[config.mk]
export PLATFORM = sky130hd
export DESIGN_NAME = vga_scanout
export DESIGN_NICKNAME = d
export VERILOG_FILES = /design/src/rtl/vga_scanout.sv
export SDC_FILE = /design/constraint.sdc
export NUM_CORES = 1
export LEC_CHECK = 0
export ABC_CLOCK_PERIOD_IN_PS = 2560
export CORE_MARGIN = 1
export CORE_UTILIZATION = 55
export DETAILED_ROUTE_END_ITERATION = 7
export MAX_ROUTING_LAYER = met4
export PLACE_DENSITY = 0.86
export RECOVER_POWER = 50
export SETUP_SLACK_MARGIN = 0.15
export SKIP_LAST_GASP = 1
export SLEW_MARGIN = 5
export SYNTH_ARGS = -nofsm -noshare
export SYNTH_HDL_FRONTEND = slang
export SYNTH_SLANG_ARGS = --single-unit
[constraint.sdc]
create_clock -name clk -period 2.56 [get_ports clk]
set_input_delay 0.384 -clock clk [delete_from_list [all_inputs] [get_ports clk]]
set_output_delay 0.384 -clock clk [all_outputs]
set_load 0.05 [all_outputs]
[src/rtl/vga_scanout.sv]
// Pixel sink at the end of the ppu stream: buffers stb/ack pixel bytes in a
// small FIFO and scans them out with free-running VGA timing and a frame sync.
module vga_scanout #(
    parameter int unsigned H_ACTIVE       = 640,
    parameter int unsigned H_FP           = 16,
    parameter int unsigned H_SYNC         = 96,
    parameter int unsigned H_BP           = 48,
    parameter int unsigned V_ACTIVE       = 480,
    parameter int unsigned V_FP           = 10,
    parameter int unsigned V_SYNC         = 2,
    parameter int unsigned V_BP           = 33,
    parameter int unsigned FIFO_DEPTH     = 4,
    parameter int unsigned FIFO_ADDR_BITS = 2
) (
    input  logic        clk,
    input  logic        rst,
    input  logic [7:0]  data_i,
    input  logic        stb_i,
    output logic        ack_i,
    output logic        sync_o,
    output logic        hsync,
    output logic        vsync,
    output logic        de,
    output logic [1:0]  red,
    output logic [1:0]  green,
    output logic [1:0]  blue,
    output logic [15:0] underflow_cnt
);
    localparam int unsigned H_TOTAL = H_ACTIVE + H_FP + H_SYNC + H_BP;
    localparam int unsigned V_TOTAL = V_ACTIVE + V_FP + V_SYNC + V_BP;
    localparam int unsigned HW      = $clog2(H_TOTAL);
    localparam int unsigned VW      = $clog2(V_TOTAL);
    localparam int unsigned CW      = FIFO_ADDR_BITS + 1;

    localparam logic [HW-1:0] H_ACT_END = HW'(H_ACTIVE);
    localparam logic [HW-1:0] HS_FIRST  = HW'(H_ACTIVE + H_FP);
    localparam logic [HW-1:0] HS_LAST   = HW'(H_ACTIVE + H_FP + H_SYNC - 1);
    localparam logic [HW-1:0] H_LAST    = HW'(H_TOTAL - 1);
    localparam logic [VW-1:0] V_ACT_END = VW'(V_ACTIVE);
    localparam logic [VW-1:0] VS_FIRST  = VW'(V_ACTIVE + V_FP);
    localparam logic [VW-1:0] VS_LAST   = VW'(V_ACTIVE + V_FP + V_SYNC - 1);
    localparam logic [VW-1:0] V_LAST    = VW'(V_TOTAL - 1);
    localparam logic [CW-1:0] FULL      = CW'(FIFO_DEPTH);

    logic [HW-1:0]             hcount_q, hcount_d;
    logic [VW-1:0]             vcount_q, vcount_d;
    logic [5:0]                mem_q [FIFO_DEPTH];
    logic [5:0]                mem_d [FIFO_DEPTH];
    logic [FIFO_ADDR_BITS-1:0] wr_ptr_q, wr_ptr_d;
    logic [FIFO_ADDR_BITS-1:0] rd_ptr_q, rd_ptr_d;
    logic [CW-1:0]             count_q, count_d;
    logic                      ack_q, ack_d;
    logic                      sync_q, sync_d;
    logic                      hsync_q, hsync_d;
    logic                      vsync_q, vsync_d;
    logic                      de_q, de_d;
    logic [5:0]                rgb_q, rgb_d;
    logic [15:0]               underflow_q, underflow_d;

    logic active, h_last, v_last, push, pop;
    logic unused_pad_bits;

    assign unused_pad_bits = ^data_i[1:0];

    always_comb begin
        active = (hcount_q < H_ACT_END) && (vcount_q < V_ACT_END);
        h_last = (hcount_q == H_LAST);
        v_last = (vcount_q == V_LAST);
        // Full test looks only at the registered count: no credit for a same-cycle pop.
        push   = stb_i && (count_q < FULL);
        pop    = active && (count_q != '0);

        hcount_d = h_last ? '0 : hcount_q + 1'b1;
        vcount_d = vcount_q;
        if (h_last) begin
            vcount_d = v_last ? '0 : vcount_q + 1'b1;
        end

        mem_d = mem_q;
        if (push) begin
            mem_d[wr_ptr_q] = data_i[7:2];
        end
        wr_ptr_d = push ? wr_ptr_q + 1'b1 : wr_ptr_q;
        rd_ptr_d = pop ? rd_ptr_q + 1'b1 : rd_ptr_q;

        count_d = count_q;
        if (push && !pop) begin
            count_d = count_q + 1'b1;
        end else if (pop && !push) begin
            count_d = count_q - 1'b1;
        end

        ack_d   = push;
        sync_d  = h_last && v_last;
        de_d    = active;
        hsync_d = !((hcount_q >= HS_FIRST) && (hcount_q <= HS_LAST));
        vsync_d = !((vcount_q >= VS_FIRST) && (vcount_q <= VS_LAST));
        rgb_d   = pop ? mem_q[rd_ptr_q] : '0;

        underflow_d = underflow_q;
        if (active && (count_q == '0) && (underflow_q != '1)) begin
            underflow_d = underflow_q + 1'b1;
        end
    end

    always_ff @(posedge clk or negedge rst) begin
        if (!rst) begin
            hcount_q    <= '0;
            vcount_q    <= '0;
            mem_q       <= '{default: '0};
            wr_ptr_q    <= '0;
            rd_ptr_q    <= '0;
            count_q     <= '0;
            ack_q       <= 1'b0;
            sync_q      <= 1'b0;
            hsync_q     <= 1'b1;
            vsync_q     <= 1'b1;
            de_q        <= 1'b0;
            rgb_q       <= '0;
            underflow_q <= '0;
        end else begin
            hcount_q    <= hcount_d;
            vcount_q    <= vcount_d;
            mem_q       <= mem_d;
            wr_ptr_q    <= wr_ptr_d;
            rd_ptr_q    <= rd_ptr_d;
            count_q     <= count_d;
            ack_q       <= ack_d;
            sync_q      <= sync_d;
            hsync_q     <= hsync_d;
            vsync_q     <= vsync_d;
            de_q        <= de_d;
            rgb_q       <= rgb_d;
            underflow_q <= underflow_d;
        end
    end

    assign ack_i         = ack_q;
    assign sync_o        = sync_q;
    assign hsync         = hsync_q;
    assign vsync         = vsync_q;
    assign de            = de_q;
    assign red           = rgb_q[5:4];
    assign green         = rgb_q[3:2];
    assign blue          = rgb_q[1:0];
    assign underflow_cnt = underflow_q;
endmodule

==> results of run 1 <==
## kinds of logic after synthesis
kind of cell | count (synthesis) | synth area share
and+or+nand+nor | 100 | 0.161
DFF | 78 | 0.548
xor gates and xnor gates | 34 | 0.0836
muxes | 34 | 0.126
buffers and inverters | 19 | 0.0246
adders and majority gates | 11 | 0.0407
AOI/OAI and AO/OA | 10 | 0.0162
## cells in the final DEF (no fill, tap or decap), types with 4 or more instances in the layout
| cell type | synthesis | routed |
|---|---|---|
| nor4_1 | 9 | 8 |
| dfrtp_1 | 76 | 76 |
| nor2_1 | 13 | 13 |
| and4_1 | 4 | 4 |
| xnor2_1 | 12 | 12 |
| buf_4 | 0 | 4 |
| nor3_1 | 7 | 7 |
| inv_1 | 9 | 9 |
| ha_1 | 10 | 10 |
| mux2_2 | 26 | 26 |
| clkdlybuf4s50_1 | 0 | 33 |
| nor4_2 | 3 | 4 |
| xor2_1 | 22 | 22 |
| mux4_2 | 6 | 6 |
| nand4_1 | 7 | 7 |
| nand2_1 | 18 | 18 |
| nand3_1 | 15 | 15 |
| and3_1 | 12 | 12 |
| clkbuf_8 | 0 | 10 |
| o21ai_0 | 6 | 6 |
## cell usage after synthesis (6+ instances only)
| library cell | number |
|---|---|
| o21ai_0 | 6 |
| nor4_1 | 9 |
| ha_1 | 10 |
| nand4_1 | 7 |
| mux2_2 | 26 |
| xnor2_1 | 12 |
| nand2_1 | 18 |
| nor2_1 | 13 |
| clkbuf_1 | 6 |
| inv_1 | 9 |
| and3_1 | 12 |
| nor3_1 | 7 |
| dfrtp_1 | 76 |
| nand3_1 | 15 |
| mux4_2 | 6 |
| xor2_1 | 22 |
## power groups by stage
stage	clock network [mW]	logic [mW]	registers, mW
floorplan	0	0.812	2.06
global placement	0	1.34	1.84
detailed placement	0	1.38	1.86
CTS	0.943	1.39	1.84
global route	1.01	1.49	1.89
finish	0.925	1.38	1.84
## critical path, stage by stage (launching register included)
cell     delay (ns)
dfrtp_1        0.42
or3_4          0.46
or4b_4         0.63
nor4b_1        0.44
xor2_1         0.19
## repair_timing
item,4_1_cts,5_1_grt
endpoints found under the setup margin,0,3
resized for setup,0,2
setup buffers,0,0
## per-stage QoR
| step | hold WS, ns | instance area [um^2] | instances |
|---|---|---|---|
| finish | 0.496 | 4200 | 407 |
| global route | 0.523 | 4200 | 407 |
| CTS | 0.205 | 4200 | 407 |
| detailed placement | 0.487 | 4000 | 391 |
| global placement | 0.479 | 4000 | 391 |
| floorplan | 0.0884 | 3560 | 286 |
## how the worst max path moves through the flow
stage,start,cells past startpoint,slack [ns],end
2_1_floorplan,underflow_cnt[0],6,0.21,underflow_cnt[2]
3_3_place_gp,count_q[0],4,0.32,underflow_cnt[1]
3_5_place_dp,count_q[0],4,0.27,underflow_cnt[1]
4_1_cts,hcount_q[8],7,0.22,count_q[1]
5_1_grt,hcount_q[8],7,0.21,count_q[1]
6_report,count_q[1],4,0.34,underflow_cnt[13]
## cell type report
class	count	area (um^2)	share of cell area
timing repair buffer	40	379	0.0903
clock buffer	11	141	0.0337
sequential	78	1950	0.465
inverter	9	33.8	0.00805
tap	75	93.8	0.0223
clock inverter	5	58.8	0.0140
multi-input combinational	189	1540	0.366
## state kept, by name (all words and copies together), names as in the netlist
register       count
rgb_q              6
count_q            3
vsync              1
sync_o             1
mem_q             24
vcount_q          10
ack_i              1
hsync              1
hcount_q          10
wr_ptr_q           2
de                 1
rd_ptr_q           2
underflow_cnt     16
## metal layers
layer,part of all wire,wire length [um]
met5,0,0
met4,0.015,97
met3,0.042,273
met2,0.50,3210
met1,0.44,2870
==> reports/qor.yml, run 1 <==
synth_area_leaders: "dfrtp_1 53%, mux2_2 8.2%, xor2_1 5.4%, mux4_2 3.8%, ha_1 3.5%"
ys_seq_elements: 78
rsz0062_at_grt: "false"
die_x_um: 82.5
start_kind: "register"
root_buffer: "clkbuf_8"
clkPwrFrac: 0.223
gp_congestion: 0.785
synthFlopType: "dfrtp_1"
finalSetupViolCount: 0
pwr-share-comb: 0.333
die_h_um: 82.5
holdPathStages: 1
first_pass_iters: 4
ir_drop_mv: 0.683
post-route-drc-count: 0
required_ns: 2.83
antenna_cells: 0
wl_per_cell_um: 15.8
worstReg2RegEnd: "underflow_cnt[13]"
viasPerCell: 5.76
htreeDepth: 3
rr_worst_depth: 4
gr-total-overflow: 0
netlist.top_cell.by_area: "dfrtp_1"
cts_num_sinks: 78
ys.warnings.count: 0
async_flop_share: 1.00
cts_buffers: 9
use_met3: 0.0593
holdCritPathClass: "register to register"
busiest_layer: "met2"
syn_inst: 286
final.period_utilization: 0.866
p_leak_nw: 1.89
maxCapViolations: 1
vias: 2344
portBuffers: 35
fin_util: 0.689
setup_slack_ns: 0.343
antenna_found_initial: 0
p_int_mw: 2.74
min_period_ns: 2.22
pin_count: 38
drv_slew: 79
initial_core_util: 0.585
grt_max_degree: 79
hold_start: "underflow_cnt[10]"
clockBufferDepth: 2
max_freq_mhz: 451
pre_cts_slack_ns: 0.268
dp_hpwl_um: 4260
power_switching_mw: 1.41
cp_max_fo: 15
synth_enable_flop_cells: 0
synth_top_area_frac: 0.534
tns_ns: 0
cts.hold.buffers_added: 0
worstSetupPathType: "register to register"
num_rows: 28
seq_power_share: 0.444
tritoncts: "built"
yosysUniqueCellTypes: 36
worstPathArrival_ns: 2.49
grt.total_usage: 0.232
synth_fp_nets: 308
rrSetupSlack_ns: 0.34
use_met2: 0.361
core_mm2: 0.00610
drtIter0Drc: 169
grt_first_pass_wirelength_um: 11000
syn_area_mm2: 0.00356
ant_nets: 0
tightestPinTransition_ns: 1.86
insertion_delay_ns: 0.36
die_area_mm2: 0.00680
worstReg2RegStart: "count_q[1]"
status: "complete, but fails checks"
synth_area_per_cell_um2: 12.5
clk_pin_slew_ns: 0.09
p_total_mw: 4.15
n_fill_cell: 431
worstHoldEndpoint: "underflow_cnt[10]"
violations: "capacitance limit, slew limit"
endpoint_kind: "register"
hold_viol: 0
p_per_area_mw_per_mm2: 988
maxSlewHeadroom: -0.239
ys_seq_area_frac: 0.548
met1_usage: 0.283
switching_share: 0.339
grt_pass1_vias: 2328
syn2layout_area_growth_pct: 17.8
drive_gt1_frac: 0.187
wl_um: 6450
nNetsFinal: 349
clock_skew_ns: 0.0142
Note: power is estimated with default switching activity, not from simulation.
==> inputs of run 2 (changes only) <==
- CORE_UTILIZATION: 55 -> 52
- PLACE_DENSITY: 0.86 -> 0.82
- TNS_END_PERCENT: unset -> 5
==> reports/qor.yml, run 2 (same netlist as run 1, synthesis figures left out) <==
status: "complete, but fails checks"
violations: "DRC"
first_pass_iters: 6  # +2
p_total_mw: 4.12  # -0.71%
nNetsFinal: 350  # +0.29%
rsz0062_at_grt: "false"
die_h_um: 84.8  # +2.8%
holdCritPathClass: "primary input to async pin"
cts_buffers: 9  # unchanged
drtIter0Drc: 112  # -34%
final_cells: 410  # +0.74%
core_mm2: 0.00649  # +6.5%
setup_slack_ns: 0.254  # -0.0891 ns
cp_max_fo: 15  # unchanged
endpoint_kind: "register"
post-route-drc-count: 3  # +3
drv_slew: 0  # -100%
largest_register: "mem_q"
cts.hold.buffers_added: 0  # unchanged
crit_family: "simple AND/OR/NAND/NOR gates"
fin_util: 0.646  # -0.0433
die_area_mm2: 0.00719  # +5.6%
viasPerCell: 5.61  # -2.6%
antenna_found_initial: 0  # unchanged
tritoncts: "built"
pre_cts_slack_ns: 0.271  # +0.00323 ns
ant_nets: 0  # unchanged
vias: 2300  # -1.9%
htreeDepth: 3  # unchanged
required_ns: 2.81  # -0.02 ns
insertion_delay_ns: 0.34  # -0.02 ns
clk_pin_slew_ns: 0.07  # -0.02 ns
tns_ns: 0  # unchanged
dpl.cell_count: 394  # +0.77%
final.period_utilization: 0.901  # +0.0348
pin_count: 38  # unchanged
grt_max_degree: 49  # -38%
dp_hpwl_um: 4330  # +1.7%
ir_drop_mv: 0.568  # -17%
num_rows: 29  # +3.6%
maxSlewHeadroom: 0.229  # +0.468
wl_um: 6270  # -2.8%
holdWs_ns: 0.268  # -0.228 ns
crit_buf_inv: 0  # unchanged
syn2layout_area_growth_pct: 17.7
wl_per_cell_um: 15.3  # -3.5%
antenna_cells: 0  # unchanged
clock_skew_ns: 0.00824  # -0.00597 ns
layout_commonest_cell: "dfrtp_1"
clockBufferDepth: 2  # unchanged
maxCapViolations: 0  # -1
root_buffer: "clkbuf_8"
worstPathArrival_ns: 2.56  # +0.07 ns
drive_gt1_frac: 0.174  # -0.0126
p_leak_nw: 1.89  # +0.14%
cp_slowest_cell: "or4b_4"
cts_num_sinks: 78  # unchanged
finalSetupViolCount: 0  # unchanged
grt_pass1_vias: 2245  # -3.6%
gr-total-overflow: 0  # unchanged
cts_setup_buffers: 0  # unchanged
portBuffers: 35  # unchanged
grt_first_pass_wirelength_um: 10700  # -3.2%
min_period_ns: 2.31  # +0.0891 ns
largest_reg_flops: 24  # unchanged
worstSetupPathType: "register to register"
tightestPinTransition_ns: 1.16  # -0.702 ns
finalInstanceArea_mm2: 0.00419  # -0.15%
hold_viol: 0  # unchanged
place_area_mm2: 0.00402  # +0.56%
start_kind: "register"
max_stage_delay_ns: 0.65  # +0.02 ns
crit_chain: "or3_1 > or4b_4 > nor4_1 > mux2i_1"
layout_common_cells: "76 x dfrtp_1, 33 x clkdlybuf4s50_1, 26 x mux2_2, 22 x xor2_1, 18 x nand2_1"
p_per_area_mw_per_mm2: 982  # -0.57%
grt.total_usage: 0.201  # -0.0308
max_freq_mhz: 434  # -3.9%
die_x_um: 84.8  # +2.8%
initial_core_util: 0.549  # -0.0359
gp_congestion: 0.809  # +3.0%
-- run 2: changes by cell type in the layout (fill, tap and decap cells not counted) --
cell and change:
clkbuf_1 +3, clkbuf_2 +1, clkbuf_8 +1, clkinv_2 -1, clkinv_4 -1, clkinvlp_4 -2, nor3b_1 +1, nor3b_2 -1
or3_1 +1, or3_4 -1
-- run 2: final timing paths --
kind                                      to              start  cells after the start  slack, ns
min in group clk           underflow_cnt[11]  underflow_cnt[11]                      1       0.49
max in group asynchronous        hcount_q[5]                rst                      2       0.93
setup reg to reg           underflow_cnt[12]         count_q[0]                      4       0.25
hold reg to reg            underflow_cnt[11]  underflow_cnt[11]                      1       0.49
setup / recovery           underflow_cnt[12]         count_q[0]                      4       0.25
hold / removal             underflow_cnt[10]                rst                      1       0.27
-- run 2: final cells by class --
cell class	instances	area (um^2)
fill	491	2300
sequential	78	1950
multi-input combinational	189	1530
timing repair buffer	41	384
clock buffer	15	166
tap	77	96.3
inverter	9	33.8
clock inverter	1	30.0
-- run 2: what timing repair did --
item	CTS	global route
gates resized for setup	0	1
endpoints found under the setup margin	0	1
endpoints found under the hold margin	0	0
-- run 2: metal layers --
| metal | share of wire | vias to the layer above | track usage | wire length, um |
|---|---|---|---|---|
| met1 | 0.46 | 1124 | 0.264 | 2900 |
| met5 | 0 | - | - | 0 |
| li1 | - | 1107 | - | - |
| met3 | 0.034 | 12 | 0.0305 | 214 |
| met2 | 0.48 | 57 | 0.307 | 3020 |
| met4 | 0.021 | 0 | 0.0971 | 133 |
-- run 2: report_power, final --
| part | total, mW | leakage, nW | internal [mW] | switching, mW |
|---|---|---|---|---|
| clock | 0.909 | 0.0979 | 0.506 | 0.403 |
| sequential | 1.84 | 0.983 | 1.58 | 0.260 |
| combinational | 1.37 | 0.807 | 0.681 | 0.689 |
| total | 4.12 | 1.89 | 2.77 | 1.35 |
-- run 2: worst reg2reg max path, cell delays in order (launching register included) --
cell,delay (ns)
dfrtp_1,0.43
or3_1,0.51
or4b_4,0.65
nor4_1,0.40
mux2i_1,0.24
==> inputs of run 3 (changes only) <==
- CAP_MARGIN: unset -> 5
- GPL_TIMING_DRIVEN: unset -> 0
==> reports/qor.yml, run 3 (same netlist as run 1, synthesis figures left out) <==
first_pass_iters: 6  # unchanged
nNetsFinal: 356  # +1.7%
start_kind: "register"
maxCapViolations: 1  # +1
core_mm2: 0.00649  # unchanged
cp_max_fo: 10  # -5
gr-total-overflow: 0  # unchanged
pre_cts_slack_ns: -0.288  # -0.559 ns
power_switching_mw: 1.39  # +3.0%
antenna_found_initial: 0  # unchanged
htreeDepth: 3  # unchanged
wl_um: 6540  # +4.3%
status: "complete, but fails checks"
clock_skew_ns: 0.0133  # +0.00509 ns
grt.total_usage: 0.211  # +0.0104
grt_max_degree: 53  # +8.2%
worstSetupPathType: "register to register"
gp_congestion: 0.853  # +5.5%
n_fill_cell: 498  # +1.4%
worstPathArrival_ns: 2.68  # +0.12 ns
worstReg2RegStart: "count_q[1]"
clkPwrFrac: 0.216  # -0.005
drtIter0Drc: 120  # +7.1%
syn2layout_area_growth_pct: 19.5
required_ns: 2.82  # about the same
largest_reg_flops: 24  # unchanged
min_period_ns: 2.42  # +0.112 ns
tritoncts: "built"
holdCritPathClass: "register to register"
grt_first_pass_wirelength_um: 11100  # +4.5%
post-route-drc-count: 3  # unchanged
die_x_um: 84.8  # unchanged
fin_util: 0.656  # +0.0100
viasPerCell: 5.66  # +0.91%
hold_viol: 0  # unchanged
holdWs_ns: 0.490  # +0.222 ns
setup_slack_ns: 0.141  # -0.112 ns
endpoint_kind: "register"
layout_common_cells: "76 x dfrtp_1, 33 x clkdlybuf4s50_1, 26 x mux2_2, 22 x xor2_1, 18 x nand2_1"
vias: 2355  # +2.4%
rrSetupSlack_ns: 0.14  # -0.11 ns
num_rows: 29  # unchanged
seq_power_share: 0.430  # -0.017
drv_slew: 27  # +27
pwr-share-comb: 0.354  # +0.021
hold_start: "underflow_cnt[10]"
rsz0062_at_grt: "true"
violations: "DRC, capacitance limit, slew limit"
tightestPinTransition_ns: 1.51  # +0.355 ns
drive_gt1_frac: 0.174  # about the same
clockBufferDepth: 2  # unchanged
pin_count: 38  # unchanged
rr_worst_depth: 7  # +3
antenna_cells: 0  # unchanged
dp_hpwl_um: 4320  # -0.41%
crit_path_end: "underflow_cnt[15]"
final.period_utilization: 0.945  # +0.0439
portBuffers: 35  # unchanged
switching_share: 0.334  # +0.00581
wl_per_cell_um: 15.7  # +2.8%
largest_register: "mem_q"
root_buffer: "clkbuf_8"
layout_commonest_cell: "dfrtp_1"
insertion_delay_ns: 0.35  # about the same
die_area_mm2: 0.00719  # unchanged
max_freq_mhz: 413  # -4.6%
clk_pin_slew_ns: 0.07  # about the same
finalSetupViolCount: 0  # unchanged
maxSlewHeadroom: -0.00753  # -0.237
p_int_mw: 2.78  # +0.38%
p_leak_nw: 1.91  # +0.93%
p_per_area_mw_per_mm2: 979  # -0.29%
ant_nets: 0  # unchanged
die_h_um: 84.8  # unchanged
ir_drop_mv: 0.570  # +0.41%
worstReg2RegEnd: "underflow_cnt[15]"
startpoint: "count_q[1]"
grt_pass1_vias: 2378  # +5.9%
cts_setup_buffers: 0  # unchanged
cts_buffers: 9  # unchanged
cts_num_sinks: 78  # unchanged
tns_ns: 0  # unchanged
initial_core_util: 0.549  # unchanged
run 3: how the worst min path moves through the flow:
stage | cells past startpoint | slack [ns] | to
after detailed placement | 1 | 0.32 | underflow_cnt[4]
after CTS | 2 | 0.49 | underflow_cnt[6]
after global routing | 1 | 0.51 | underflow_cnt[10]
after global placement | 1 | 0.48 | underflow_cnt[10]
after floorplan | 0 | 0.09 | ack_i
final | 1 | 0.49 | underflow_cnt[10]
run 3: power by group through the flow:
stage	sequential (mW)	clock (mW)	combinational, mW
6_report	1.79	0.902	1.47
2_1_floorplan	2.06	0	0.812
5_1_grt	1.84	0.970	1.59
3_5_place_dp	1.81	0	1.49
4_1_cts	1.79	0.922	1.49
3_3_place_gp	1.79	0	1.43
run 3: metal layers:
layer / wire [um] / up-vias / track usage
met5: 0 / - / -
met4: 152 / 0 / 0.106
met3: 225 / 16 / 0.0511
met2: 3150 / 48 / 0.322
met1: 3000 / 1177 / 0.264
li1: - / 1114 / -
run 3: critical path: stages, from the launching register on:
cell	delay, ns
dfrtp_1	0.41
or3_1	0.36
buf_2	0.18
or4b_4	0.49
buf_6	0.15
buf_6	0.14
nor4_1	0.40
xor2_1	0.21
run 3: per-stage QoR:
step / std cells / total power [mW] / instance area [um^2]
after floorplan: 286 / 2.87 / 3560
final: 416 / 4.17 / 4260
after global placement: 398 / 3.22 / 4010
after detailed placement: 399 / 3.29 / 4040
after CTS: 416 / 4.21 / 4250
after global routing: 416 / 4.39 / 4260
run 3: cell type report:
type	count	area (um^2)	share of cell area
Multi-Input combinational cell	189	1550	0.363
Inverter	9	33.8	0.00793
Clock buffer	13	149	0.0350
Buffer	10	53.8	0.0126
Sequential cell	78	1950	0.459
Timing Repair Buffer	37	382	0.0896
Clock inverter	3	43.8	0.0103
Tap cell	77	96.3	0.0226
run 3: what timing repair did:
action | 4_1_cts | 5_1_grt
hold buffers | 1 | 0
endpoints found under the setup margin | 3 | 15
endpoints found under the hold margin | 26 | 0
pin swaps | 0 | 0
gates resized for setup | 2 | 2
